==> config.mk <==
export PLATFORM = sky130hd
export DESIGN_NAME = multi_zone_air_conditioner_flat
export DESIGN_NICKNAME = d
export VERILOG_FILES = /design/src/rtl/multi_zone_air_conditioner_if.sv /design/src/rtl/multi_zone_air_conditioner.sv /design/src/flat_wrapper.sv
export SDC_FILE = /design/constraint.sdc
export NUM_CORES = 1
export LEC_CHECK = 0
export ABC_AREA = 1
export CORE_MARGIN = 8
export CORE_UTILIZATION = 50
export CTS_CLUSTER_SIZE = 16
export DETAILED_ROUTE_END_ITERATION = 10
export PLACE_DENSITY = 0.81
export SYNTH_ARGS = -nofsm -noshare
export SYNTH_HDL_FRONTEND = slang
export SYNTH_SLANG_ARGS = --single-unit
==> constraint.sdc <==
create_clock -name clk -period 4.3 [get_ports clk]
set_input_delay 0.86 -clock clk [delete_from_list [all_inputs] [get_ports clk]]
set_output_delay 0.86 -clock clk [all_outputs]
set_load 0.01 [all_outputs]
==> src/rtl/multi_zone_air_conditioner_if.sv <==
// Bus bundle for the multi-zone air conditioner: setpoint/sensor inputs and
// per-zone regulated temperature, mode and at-target outputs.
interface multi_zone_air_conditioner_if #(
   parameter int unsigned WIDTH = 6,
   parameter int unsigned ZONES = 2
);
   logic                     en;
   logic [ZONES-1:0]         load;
   logic [ZONES*WIDTH-1:0]   temp_in;
   logic [ZONES*WIDTH-1:0]   ideal;
   logic [ZONES*WIDTH-1:0]   out_temp;
   logic [2*ZONES-1:0]       mode;
   logic [ZONES-1:0]         at_target;

   modport master (
      output en, load, temp_in, ideal,
      input  out_temp, mode, at_target
   );

   modport slave (
      input  en, load, temp_in, ideal,
      output out_temp, mode, at_target
   );
endinterface

==> src/rtl/multi_zone_air_conditioner.sv <==
// ZONES independent temperature regulators, each an IDLE/HEAT/COOL stepper with
// hysteresis and a settle counter feeding a registered at-target flag.
module multi_zone_air_conditioner #(
   parameter int unsigned WIDTH  = 6,
   parameter int unsigned ZONES  = 2,
   parameter int unsigned STEP   = 1,
   parameter int unsigned HYST   = 1,
   parameter int unsigned SETTLE = 4
) (
   input logic                    clk,
   input logic                    rst_n,
   multi_zone_air_conditioner_if.slave bus
);

   localparam int unsigned XW = WIDTH + 1;
   localparam int unsigned CW = (SETTLE < 1) ? 1 : $clog2(SETTLE + 1);
   localparam logic [XW-1:0] STEP_X = XW'(STEP);
   localparam logic [XW-1:0] HYST_X = XW'(HYST);
   localparam logic [CW-1:0] SETTLE_C = CW'(SETTLE);

   typedef enum logic [1:0] {
      IDLE = 2'b00,
      HEAT = 2'b01,
      COOL = 2'b10
   } state_e;

   for (genvar z = 0; z < ZONES; z++) begin : g_zone
      state_e           mode_q, mode_d;
      logic [WIDTH-1:0] cur_q, cur_d;
      logic [WIDTH-1:0] ideal_z;
      logic [CW-1:0]    cnt_q, cnt_d;
      logic             at_q;
      logic [XW-1:0]    cur_x, ideal_x, gap_up, gap_dn;
      logic             heat_req, cool_req;

      // Widened compares so ideal+HYST and cur+STEP never wrap.
      assign ideal_z  = bus.ideal[z*WIDTH +: WIDTH];
      assign cur_x    = XW'(cur_q);
      assign ideal_x  = XW'(ideal_z);
      assign heat_req = ideal_x > (cur_x + HYST_X);
      assign cool_req = cur_x > (ideal_x + HYST_X);
      assign gap_up   = ideal_x - cur_x;
      assign gap_dn   = cur_x - ideal_x;

      always_ff @(posedge clk) begin
         if (!rst_n) begin
            mode_q <= IDLE;
            cur_q  <= '0;
            cnt_q  <= '0;
            at_q   <= 1'b0;
         end else begin
            mode_q <= mode_d;
            cur_q  <= cur_d;
            cnt_q  <= cnt_d;
            at_q   <= (cnt_d == SETTLE_C);
         end
      end

      always_comb begin
         mode_d = mode_q;
         cur_d  = cur_q;
         cnt_d  = cnt_q;
         if (bus.load[z]) begin
            cur_d  = bus.temp_in[z*WIDTH +: WIDTH];
            mode_d = IDLE;
            cnt_d  = '0;
         end else if (bus.en) begin
            case (mode_q)
               IDLE: begin
                  if (heat_req)      mode_d = HEAT;
                  else if (cool_req) mode_d = COOL;
               end
               HEAT: begin
                  if (cur_x >= ideal_x) mode_d = IDLE;
                  else if (gap_up > STEP_X) cur_d = WIDTH'(cur_x + STEP_X);
                  else cur_d = ideal_z;
               end
               COOL: begin
                  if (cur_x <= ideal_x) mode_d = IDLE;
                  else if (gap_dn > STEP_X) cur_d = WIDTH'(cur_x - STEP_X);
                  else cur_d = ideal_z;
               end
               default: mode_d = IDLE;
            endcase
            // Settle only counts while the registered mode is IDLE and in band.
            if (mode_q == IDLE && !heat_req && !cool_req)
               cnt_d = (cnt_q == SETTLE_C) ? cnt_q : cnt_q + CW'(1);
            else
               cnt_d = '0;
         end
      end

      assign bus.out_temp[z*WIDTH +: WIDTH] = cur_q;
      assign bus.mode[2*z +: 2]             = mode_q;
      assign bus.at_target[z]               = at_q;
   end

endmodule

==> src/flat_wrapper.sv <==
// flat-port wrapper written by rule: the top's interface ports become plain ports
module multi_zone_air_conditioner_flat 
#(
   parameter int unsigned WIDTH  = 6,
   parameter int unsigned ZONES  = 2,
   parameter int unsigned STEP   = 1,
   parameter int unsigned HYST   = 1,
   parameter int unsigned SETTLE = 4
)
  (clk, rst_n, bus_en, bus_load, bus_temp_in, bus_ideal, bus_out_temp, bus_mode, bus_at_target);
  multi_zone_air_conditioner_if #(.WIDTH(WIDTH), .ZONES(ZONES)) bus_i ();
  input logic clk;
  input logic rst_n;
  input wire logic [$bits(bus_i.en)-1:0] bus_en;
  input wire logic [$bits(bus_i.load)-1:0] bus_load;
  input wire logic [$bits(bus_i.temp_in)-1:0] bus_temp_in;
  input wire logic [$bits(bus_i.ideal)-1:0] bus_ideal;
  output wire logic [$bits(bus_i.out_temp)-1:0] bus_out_temp;
  output wire logic [$bits(bus_i.mode)-1:0] bus_mode;
  output wire logic [$bits(bus_i.at_target)-1:0] bus_at_target;
  assign bus_i.en = bus_en;
  assign bus_i.load = bus_load;
  assign bus_i.temp_in = bus_temp_in;
  assign bus_i.ideal = bus_ideal;
  assign bus_out_temp = bus_i.out_temp;
  assign bus_mode = bus_i.mode;
  assign bus_at_target = bus_i.at_target;
  multi_zone_air_conditioner #(.WIDTH(WIDTH), .ZONES(ZONES), .STEP(STEP), .HYST(HYST), .SETTLE(SETTLE)) u_core (.clk(clk), .rst_n(rst_n), .bus(bus_i));
endmodule
==> flow_metrics.env <==
export IMPL_holdBufCountCts=0
export IMPL_max_vdd_ir_drop_mv=0.144
export IMPL_period_share=0.791
export IMPL_clkSinkCount=24
export IMPL_worstMarginPinSlew_ns=0.532
export IMPL_clk_latency_ns=0.28
export IMPL_finish_net_count=789
export IMPL_cts_tree="done"
export IMPL_yosys_warnings=0
export IMPL_ys_types=42
export IMPL_hold_path_class="reg2reg"
export IMPL_drv_slew=0
export IMPL_max_cap_viol_count=0
export IMPL_clockBufferDepth=2
export IMPL_grt_pass1_vias=4389
export IMPL_gp_congestion=0.984
export IMPL_numPortBuffers=46
export IMPL_design_area_um2=4680
export IMPL_path_class="in2reg"
export IMPL_final_common_cell="nand2_1"
export IMPL_wl_met3_um=680
export IMPL_ioPinCount=47
export IMPL_status="completed"
export IMPL_cts_setup_buffers=0
export IMPL_synth_flop_cell="dfxtp_1"
export IMPL_fin_crit_ns=3.40
export IMPL_seq_area_frac_synth=0.117
export IMPL_cts_buffers=3
export IMPL_die_w_um=107
export IMPL_path_clk_slew_ns=0.08
export IMPL_drive_gt1_frac=0.0815
export IMPL_cp_end_kind="register"
export IMPL_dp_slack_ns=0.651
export IMPL_setup_viol_count_final=0
export IMPL_hold_ws_ns=0.566
export IMPL_fillerInstances=790
export IMPL_synth_edff_count=0
export IMPL_dieArea_um2=11400
export IMPL_start_kind="input pin"
export IMPL_die_y_um=107
export IMPL_required_ns=4.47
export IMPL_fmax_mhz=294
export IMPL_syn_cell_area_um2=4110
export IMPL_hpwl_um=9720
export IMPL_dr_pass1_iters=7
export IMPL_cts_root_buf="clkbuf_8"
export IMPL_worst_slack_ns=0.899
export IMPL_area_growth_pct=14.0
export IMPL_coreArea_um2=8090
export IMPL_worstPathMaxFanout=8
export IMPL_drtAntennaViolNets=0
export IMPL_syn_area_per_cell_um2=6.21
export IMPL_hold_viol_final=0
export IMPL_grt_max_degree=15
export IMPL_vias=4484
export IMPL_drtIter0Drc=350
export IMPL_tns_ns=0
export IMPL_mostFrequentLayoutCells="nand2_1, nand3_1, inv_1, ha_1, nor2_1"
export IMPL_rows=33
export IMPL_routedWlPerCell_um=14.7
export IMPL_synthCells=662
export IMPL_slew_limit_headroom=0.644
export IMPL_diodes=0
export IMPL_highest_layer="met4"
export IMPL_worstPathArrival_ns=3.57
export IMPL_cts_resized_gates=0
export IMPL_wl_um=11800
export IMPL_powerDensity_nw_per_um2=259
export IMPL_wl_met1_um=5000
export IMPL_grt_total_usage=0.206
export IMPL_grt_pass1_wl_um=19900
export IMPL_initial_core_util=0.508
export IMPL_power_uw=1210
export IMPL_grt_overflow=0
export IMPL_yosys_register_bits=24
export IMPL_rsz0062_at_grt="no"
export IMPL_grt_antenna_before_repair=0
export IMPL_wl_met2_um=5910
export IMPL_post_drt_via_cell_ratio=5.58
export IMPL_remaining_drc_errors=0
export IMPL_htreeDepth=1
export IMPL_p_leak_uw=0.00234
export IMPL_place_area_um2=4610
export IMPL_finalClockSkew_ns=0.0143
export IMPL_async_reset_ff_frac=0
export IMPL_syn_nets=751
## kinds of logic (layout without fill, tap and decap cells)
kind of cell               count (synthesis)  count (layout)  share of synthesized area
AOI/OAI and AO/OA                         66              66                     0.0944
and+or+nand+nor                          377             377                      0.435
buffers and inverters                    110             147                      0.110
xor gates and xnor gates                  25              25                     0.0533
adders and majority gates                 60              60                      0.190
DFF                                       24              24                      0.117
## layout make-up
| class | count | area, µm² | area share |
|---|---|---|---|
| Tap cell | 105 | 131 | 0.0280 |
| Multi-Input combinational cell | 528 | 3180 | 0.678 |
| Clock inverter | 1 | 30.0 | 0.00641 |
| Inverter | 97 | 365 | 0.0780 |
| Timing Repair Buffer | 46 | 460 | 0.0983 |
| Clock buffer | 3 | 41.3 | 0.00881 |
| Sequential cell | 24 | 480 | 0.103 |
## registers in the layout, indices dropped and copies added (netlist names)
name / flops
u_core.g_zone.cnt_q: 6
u_core.g_zone.at_q: 2
u_core.g_zone.cur_q: 12
u_core.g_zone.mode_q: 4
## cells in the mapped netlist (2+ instances only)
cell type | n | share of area
clkbuf_1 | 4 | 0.0037
buf_4 | 4 | 0.0073
dfxtp_1 | 24 | 0.12
nor3_1 | 13 | 0.016
inv_2 | 8 | 0.0073
a21oi_2 | 7 | 0.015
o21ai_0 | 7 | 0.0085
nor2_4 | 5 | 0.014
ha_1 | 56 | 0.17
nand3b_2 | 2 | 0.0055
nor2_1 | 49 | 0.045
o21ai_1 | 3 | 0.0037
nand3_1 | 102 | 0.12
o211ai_1 | 3 | 0.0055
nand2_1 | 160 | 0.15
a21boi_0 | 3 | 0.0055
fa_1 | 4 | 0.019
nand2_4 | 2 | 0.0055
nand3_2 | 6 | 0.015
buf_6 | 3 | 0.0082
xnor2_1 | 3 | 0.0064
nor2_2 | 4 | 0.0061
and3_1 | 3 | 0.0046
a21oi_1 | 38 | 0.046
clkinv_1 | 3 | 0.0027
nand2_2 | 14 | 0.021
inv_1 | 85 | 0.078
nand4_1 | 12 | 0.018
xor2_1 | 22 | 0.047
## worst max-delay path: stages
cell,delay (ns)
clkdlybuf4s50_1,0.68
ha_1,0.26
nand3_1,0.13
xor2_1,0.18
ha_1,0.30
nand2_1,0.05
nor2_1,0.11
a21boi_0,0.26
nor3_1,0.07
o211ai_1,0.26
nand3_1,0.18
nor2_1,0.15
nor2_1,0.06
## final timing paths
kind	from	end	slack, ns	cells past startpoint
min reg2reg	u_core.g_zone[1].cur_q[5]	u_core.g_zone[1].cur_q[5]	0.57	2
min	u_core.g_zone[1].cur_q[5]	u_core.g_zone[1].cur_q[5]	0.57	2
max	bus_ideal[7]	u_core.g_zone[1].mode_q[0]	0.90	13
max reg2reg	u_core.g_zone[0].cur_q[3]	u_core.g_zone[0].cur_q[0]	1.53	15
## stage by stage
stage,util,cells
floorplan,-,662
global placement,0.570,800
detailed placement,0.570,800
CTS,0.579,804
global route,0.579,804
finish,0.579,804
## routing by layer
metal | GRT usage | vias to the layer above
met5 | 0 | -
met4 | 0.0683 | 0
met3 | 0.0288 | 24
met2 | 0.372 | 175
met1 | 0.244 | 2048
li1 | - | 2237
## where the power goes
part	leakage [µW]	internal [µW]	switching, µW
logic	0.00211	276	449
clock network	0.0000357	125	80.1
registers	0.000197	241	41.6
total	0.00234	642	570
Note: power is estimated with default switching activity, not from simulation.
